--- src/rtl/iter_ctrl_fsm_pkg.sv ---
// Shared definitions for iterative-datapath sequencing controllers:
// state encoding and counter sizing helper.
package iter_ctrl_fsm_pkg;

  typedef enum logic [2:0] {
    ST_IDLE  = 3'd0,
    ST_INIT  = 3'd1,
    ST_RUN   = 3'd2,
    ST_DRAIN = 3'd3,
    ST_DONE  = 3'd4
  } state_t;

  // Width of a counter that must hold indices 0..n-1 (at least one bit).
  function automatic int cnt_w_for(input int n);
    return (n <= 2) ? 1 : $clog2(n);
  endfunction

endpackage

--- src/rtl/iter_ctrl_fsm_iter_counter.sv ---
// Up-counter with sync clear, loadable terminal value and terminal-count flag.
// The caller clears it on terminal count so it never runs past the loaded maximum.
module iter_counter #(
  parameter int W = 4
) (
  input  logic         clk,
  input  logic         rst,
  input  logic         i_clr,
  input  logic         i_load,
  input  logic [W-1:0] i_max,
  input  logic         i_en,
  output logic [W-1:0] o_cnt,
  output logic         o_tc
);

  logic [W-1:0] r_cnt;
  logic [W-1:0] r_max;

  always_ff @(posedge clk) begin
    if (rst) begin
      r_cnt <= '0;
    end else if (i_clr) begin
      r_cnt <= '0;
    end else if (i_en) begin
      r_cnt <= r_cnt + W'(1);
    end
  end

  // Terminal value is configuration, only meaningful after a load.
  always_ff @(posedge clk) begin
    if (i_load) begin
      r_max <= i_max;
    end
  end

  assign o_cnt = r_cnt;
  assign o_tc  = (r_cnt == r_max);

endmodule

--- src/rtl/iter_ctrl_fsm.sv ---
// Start/ready sequencer: P passes of N compute iterations, each pass followed by a
// fixed drain, driving datapath register clear/write enables.
module iter_ctrl_fsm
  import iter_ctrl_fsm_pkg::*;
#(
  parameter int CNT_W        = 4,
  parameter int PASS_W       = 2,
  parameter int DRAIN_CYCLES = 1
) (
  input  logic              clk,
  input  logic              rst,
  input  logic              start,
  input  logic              abort,
  input  logic [CNT_W-1:0]  n_iter,
  input  logic [PASS_W-1:0] n_pass,
  output logic              regRst,
  output logic              regWrite,
  output logic              ready,
  output logic              done,
  output logic              busy,
  output logic [CNT_W-1:0]  iter,
  output logic [PASS_W-1:0] pass_idx
);

  localparam int              DW        = cnt_w_for(DRAIN_CYCLES);
  localparam logic [DW-1:0]   DRAIN_MAX = DW'(DRAIN_CYCLES - 1);

  state_t              r_state;
  state_t              w_state_nxt;
  logic [PASS_W-1:0]   r_pass;
  logic [PASS_W-1:0]   r_pass_max;
  logic                r_regRst;
  logic                r_regWrite;
  logic                r_ready;
  logic                r_done;
  logic                r_busy;

  logic                w_accept;
  logic [CNT_W-1:0]    w_iter_cnt;
  logic                w_iter_tc;
  logic [DW-1:0]       w_drain_cnt;
  logic                w_drain_tc;
  logic                w_drain_last;

  assign w_accept     = (r_state == ST_IDLE) && start && !abort;
  assign w_drain_last = (w_drain_cnt == DRAIN_MAX);

  // Counting n-1 in CNT_W bits makes n_iter=0 wrap to the full 2**CNT_W range.
  iter_counter #(.W(CNT_W)) u_iter_cnt (
    .clk    (clk),
    .rst    (rst),
    .i_clr  ((r_state != ST_RUN) || w_iter_tc),
    .i_load (w_accept),
    .i_max  (n_iter - CNT_W'(1)),
    .i_en   (r_state == ST_RUN),
    .o_cnt  (w_iter_cnt),
    .o_tc   (w_iter_tc)
  );

  iter_counter #(.W(DW)) u_drain_cnt (
    .clk    (clk),
    .rst    (rst),
    .i_clr  ((r_state != ST_DRAIN) || w_drain_tc),
    .i_load (w_accept),
    .i_max  (DRAIN_MAX),
    .i_en   (r_state == ST_DRAIN),
    .o_cnt  (w_drain_cnt),
    .o_tc   (w_drain_tc)
  );

  always_comb begin
    w_state_nxt = r_state;
    if ((r_state != ST_IDLE) && abort) begin
      w_state_nxt = ST_IDLE;
    end else begin
      unique case (r_state)
        ST_IDLE:  if (w_accept) w_state_nxt = ST_INIT;
        ST_INIT:  w_state_nxt = ST_RUN;
        ST_RUN:   if (w_iter_tc) w_state_nxt = ST_DRAIN;
        ST_DRAIN: if (w_drain_last)
                    w_state_nxt = (r_pass == r_pass_max) ? ST_DONE : ST_RUN;
        ST_DONE:  if (!start) w_state_nxt = ST_IDLE;
        default:  w_state_nxt = ST_IDLE;
      endcase
    end
  end

  // Outputs are registered from the next state so they align with r_state.
  always_ff @(posedge clk) begin
    if (rst) begin
      r_state    <= ST_IDLE;
      r_pass     <= '0;
      r_regRst   <= 1'b1;
      r_regWrite <= 1'b0;
      r_ready    <= 1'b0;
      r_done     <= 1'b0;
      r_busy     <= 1'b0;
    end else begin
      r_state <= w_state_nxt;
      if (w_accept) begin
        r_pass_max <= n_pass - PASS_W'(1);
      end
      if ((r_state == ST_DRAIN) && (w_state_nxt == ST_RUN)) begin
        r_pass <= r_pass + PASS_W'(1);
      end else if (!((w_state_nxt == ST_RUN) || (w_state_nxt == ST_DRAIN))) begin
        r_pass <= '0;
      end
      r_regRst   <= (w_state_nxt == ST_IDLE) || (w_state_nxt == ST_INIT);
      r_regWrite <= (w_state_nxt == ST_RUN)  || (w_state_nxt == ST_DRAIN);
      r_busy     <= (w_state_nxt == ST_INIT) || (w_state_nxt == ST_RUN) ||
                    (w_state_nxt == ST_DRAIN);
      r_ready    <= (w_state_nxt == ST_DONE);
      r_done     <= (w_state_nxt == ST_DONE) && (r_state != ST_DONE);
    end
  end

  assign regRst   = r_regRst;
  assign regWrite = r_regWrite;
  assign ready    = r_ready;
  assign done     = r_done;
  assign busy     = r_busy;
  assign iter     = (r_state == ST_RUN) ? w_iter_cnt : '0;
  assign pass_idx = r_pass;

endmodule
--- config.mk ---
export PLATFORM = sky130hd
export DESIGN_NAME = iter_ctrl_fsm
export DESIGN_NICKNAME = d
export VERILOG_FILES = /design/src/rtl/iter_ctrl_fsm_pkg.sv /design/src/rtl/iter_ctrl_fsm_iter_counter.sv /design/src/rtl/iter_ctrl_fsm.sv
export SDC_FILE = /design/constraint.sdc
export NUM_CORES = 1
export LEC_CHECK = 0
export CAP_MARGIN = 20
export CORE_MARGIN = 10
export CORE_UTILIZATION = 45
export DETAILED_ROUTE_END_ITERATION = 10
export PLACE_DENSITY = 0.75
export SLEW_MARGIN = 10
export SYNTH_ARGS = -nofsm -noshare
export SYNTH_HDL_FRONTEND = slang
export SYNTH_SLANG_ARGS = --single-unit
--- constraint.sdc ---
create_clock -name clk -period 1.8 [get_ports clk]
set_input_delay 0.36 -clock clk [delete_from_list [all_inputs] [get_ports clk]]
set_output_delay 0.36 -clock clk [all_outputs]
set_load 0.01 [all_outputs]
======== After elaboration in Yosys (flattened, before gate mapping) ========
Cells that the tools add are included.
cells by class
  $add $sub $neg .......................... 5
  multipliers ............................. 0
  muxes and demuxes ....................... 10
  shift-type cells ........................ 0
  reduce and logical (&&, ||, !) cells .... 18
  order comparisons ....................... 0
  bitwise gates (word level) .............. 2
  divide/modulo/power cells ............... 0
  equality and inequality tests ........... 14
operators with widths
  kind                                                    count
  two-way mux 3 bit                                       6
  case mux 3 bit (5 select lines)                         1
  == test 3 x 2 -> 1 bit (second input constant)          4
  == test 3 x 1 -> 1 bit (second input constant)          2
  == test 3 bit (second input constant)                   2
  zero test 3 bit                                         2
  logical OR 1 bit                                        6
  inequality test 3 x 2 -> 1 bit (second input constant)  2
  logical AND 1 bit                                       5
  adder 4 x 1 -> 4 bit (second input constant)            1
  == test 4 bit                                           1
  two-way mux 2 bit                                       2
  two-way mux 4 bit                                       1
  OR reduction 2 bit                                      2
  subtractor 4 x 1 -> 4 bit (second input constant)       1
  inequality test 3 bit (second input constant)           1
  nonzero test 3 bit                                      1
  adder 2 x 1 -> 2 bit (second input constant)            1
  == test 2 bit                                           1
  inequality test 2 bit (second input constant)           1
  inverter 1 bit                                          2
  AND reduction 2 bit                                     1
  subtractor 2 x 1 -> 2 bit (second input constant)       1
  adder 1 bit (second input constant)                     1
  zero test 1 bit                                         1
word-level totals
  register bits ........................... 21
  input port bits ......................... 10
  memory bits (writable) .................. 0
  word-level logic and storage cells ...... 60
  memories kept ........................... 0
  output and inout port bits .............. 11
  bits in latches ......................... 0
  bits in read-only memories .............. 0

======== Logic depth before layout (Yosys ltp) ========
  depth in word-level cells ............... 10
  depth in mapped cells ................... 5
  mapped depth without buffers ............ 4

======== Modules after synthesis ========
From an unflattened synthesis, not the netlist that was laid out.
unflattened totals
  cell total of the unflattened synthesis .. 94
  area, all modules ....................... 1047.3 um^2
modules (own cells, without submodules)
  module                       cells an instance  area each (um^2)  times used  sequential area each (um^2)
  iter_ctrl_fsm                63                 630.6             1           260.2
  iter_counter at u_iter_cnt   26                 339.1             1           200.2
  iter_counter at u_drain_cnt  5                  77.6              1           50.0

======== Worst setup path after synthesis ========
Ideal clock, no wire load.
  path type ............................... reg2reg
  start point ............................. reg r_state[0]
  end point ............................... reg u_iter_cnt.r_max[0] (enable)
  stages on the path, launching flop included .. 4
  data required time ...................... 1439 ps
  period minus slack after synthesis ...... 1354 ps
  data arrival time ....................... 993 ps
  library setup time ...................... 361 ps
  slack ................................... 446 ps
  path through ............................ dfxtp_1 -> nor2_1 -> nand2_1 -> nor3_1
on the way
  cells in the longest elaborated chain, start to end .. 3
RTL lines
  element                          line                              RTL
  from (decl)                      iter_ctrl_fsm.sv:28               state_t r_state;
  from (signal assigned)           iter_ctrl_fsm.sv:99               r_state <= w_state_nxt;
  zero test 3 bit                  iter_ctrl_fsm.sv:45               assign w_accept = (r_state == ST_IDLE) && start && !abort;
  logical AND 1 bit (2 in series)  iter_ctrl_fsm.sv:45
  named net u_drain_cnt.i_load     iter_ctrl_fsm_iter_counter.sv:9   input logic i_load,
  to (signal assigned)             iter_ctrl_fsm_iter_counter.sv:32  r_max <= i_max;
  to (decl)                        iter_ctrl_fsm_iter_counter.sv:17  logic [W-1:0] r_max;
The timed path passes the listed nets, and every way through them passes these cells.
A chain may end at the register's enable or synchronous reset.

======== Worst setup path after layout ========
  start point ............................. reg r_state[0]
  end point ............................... out iter[1]
on the way
  cells in the longest elaborated chain, start to end .. 2
RTL lines
  element                 line                  RTL
  == test 3 x 2 -> 1 bit  iter_ctrl_fsm.sv:122  assign iter = (r_state == ST_RUN) ? w_iter_cnt : '0;
  two-way mux 4 bit       iter_ctrl_fsm.sv:122
  to (decl)               iter_ctrl_fsm.sv:21   output logic [CNT_W-1:0] iter,
No other way between the ends.

==> metrics <==
Reg area 483 sq um; RSZ-0062 raised after global routing no; height of the die 65.2 um; Crit Path Max Fanout 3; Critical Path AT 1360 ps; P_leak 0.506 nW; io pins 21; DR vias 734; number of nets still failing antenna checks after routing 0; critical path's slowest cell dfxtp_2; post-synthesis cell area 921 sq um; HP Class register to register; outcome finished, final reports clean; PwrDens 640 mW/mm^2; PortBufs 20; Initial Util 46.9%; Power Total 0.801 mW; drt total wl 1830 um; routed len/inst 12.3 um; TNS Setup 0 ps; FMAX 582 MHz; pin count of the biggest net entering global routing 13; Layout area overhead 35.9%; Synth Area per Inst 10.2 sq um; Max-Cap Viols 0; H-Tree Depth 1; dpl hpwl 1440 um; Synth Register Bits 21; Tmin final 1720 ps; sequential share of the synthesized area 52.2%; commonest non-fill, non-tap cell in the layout clkdlybuf4s50_1; Setup-failing EPs final 0; r2r startpoint r_state[0]$_SDFF_PP0_; Int Power 0.626 mW; Nets 135; fillers 184; Overall Global Routing Usage 9.12%; first-pass GRT wire length 3240 um; CP Data Required Time 1440 ps; Via density 4.93; crit path cell chain nor3b_4 > buf_6 > and2_1 > dlygate4sd2_1; worst vdd ir 0.457 mV; CP max stage delay 350 ps; Cell Rows 16; Die ar. 0.00426 sq mm; Syn Inst Count 90; Ys Warns 0; Hold Slack 514 ps; clk buf depth 2; HP Start u_iter_cnt.o_cnt[0]$_SDFFE_PP0N_; Final Hold Viols 0; Finished Core Util 63.8%; count of cell types in the netlist 31; combinational share of power 9.6%; Core ar. 0.00196 sq mm; die width 65.2 um; Setup crit end kind primary output; TritonCTS Buffers 3; register share of total power 63.2%; skew final 4.87 ps; Sw Share 21.9%; Final Max Slew Viols 0; antenna violations before repair 0; ratio of cells with drive above 1 in the final layout 15.6%; vias in the first global route 788; area of the multi-input gates 420 sq um; syn_nets 102; Routability Congestion 0.805; Sink Count 21; clk slew on worst S/H paths 120 ps; WS Path Type register to primary output; drt pass-1 iters 4; clk root buf clkbuf_4; drt first-iter violations 28; Clk pwr share 27.2%; CTS tree done; Critical Path Start r_state[0]$_SDFF_PP0_; # DRC 0; n_diodes 0; total grt overflow 0; most frequent cells in the layout clkdlybuf4s50_1 (16), dfxtp_1 (13), nor2_1 (10), xor2_1 (9), buf_4 (8); switching power 0.175 mW; clock latency on the worst-skew pair 290 ps; Final period util 95.4%; CP Launch Type register
## power by group through the flow
stage	sequential, mW	combinational [mW]	clock (mW)
2_1_floorplan	0.518	0.0286	0
3_3_place_gp	0.516	0.0721	0
3_5_place_dp	0.517	0.0749	0
4_1_cts	0.506	0.0768	0.227
5_1_grt	0.508	0.0861	0.248
6_report	0.507	0.0769	0.218
## cell usage after synthesis (all sizes together)
cell type  number  area [sq um]
or2             1          6.26
or3             3          18.8
nand2           2          10.0
or3b            1          8.76
xnor2           3          26.3
nor3            6          30.0
nor4            4          31.3
edfxtp          6           180
a31oi           1          6.26
nor3b           1          12.5
a2111o          1          11.3
a211oi          1          7.51
a21oi           2          10.0
and3            1          6.26
inv             6          22.5
conb            1          3.75
nor2           10          37.5
nor4b           1          8.76
or4b            1          10.0
nand3           2          10.0
ha              2          25.0
and2            4          25.0
o21ai           2          10.0
xor2            9          78.8
clkbuf          1          3.75
nand3b          1          7.51
nor2b           1          6.26
nand4           1          6.26
dfxtp          15           300
## state kept, by name, summed over array words and instances, names as in the netlist
register and count:
pass_idx 2, u_iter_cnt.o_cnt 4, done 1, r_pass_max 2, u_drain_cnt.o_cnt 1, busy 1
u_iter_cnt.r_max 4, r_state 3, regWrite 1, regRst 1, ready 1
## stage by stage
stage                     worst slack (ps)  instance area [sq um]  instances
after detailed placement              16.6                   1200        143
after global routing                  12.1                   1250        149
final                                 82.6                   1250        149
after global placement                53.2                   1200        143
after CTS                             3.28                   1250        149
after floorplan                        446                    921         90
## critical path, delay by kind of cell (launching register included)
family / cells / cell delay [ps]
flip-flops: 1 / 350
buffers and inverters: 2 / 390
AND/OR/NAND/NOR: 2 / 320
## cell families after synthesis
group | synth area share (%)
DFF | 52.2
adders and majority gates | 2.72
and+or+nand+nor | 25.5
AOI/OAI and AO/OA | 4.89
buffers and inverters | 2.85
xor gates and xnor gates | 11.4
other | 0.407
## what timing repair did
item / in CTS / in global routing
resized for setup: 8 / 4
hold buffers: 0 / 0
gates cloned: 0 / 0
setup endpoints to repair: 4 / 2
buffers inserted: 2 / 0
pin swaps: 1 / 1
## final timing paths
path	cells past startpoint	endpoint	slack (ps)
max	4	iter[1]	80
min	1	u_iter_cnt.o_cnt[0]$_SDFFE_PP0N_	510
max reg2reg	4	r_pass_max[0]$_DFFE_PP_	270
min reg2reg	1	u_iter_cnt.o_cnt[0]$_SDFFE_PP0N_	510
## per-layer routing
metal	track usage, %	share of wire, %
met2	14.9	46
met1	10.7	45
met3	2.54	6.9
met5	0	0
met4	4.55	1.5
## cell type report
cell class              count  share of cell area [%]
flip-flops and latches     21                    38.6
multi-input cells          62                    33.6
repair buffers             29                    21.1
well taps                  27                    2.70
clock buffers               3                    1.80
inverters                   6                    1.80
clock inverters             1                   0.400
No activity file was read; power rests on OpenSTA's default activity.
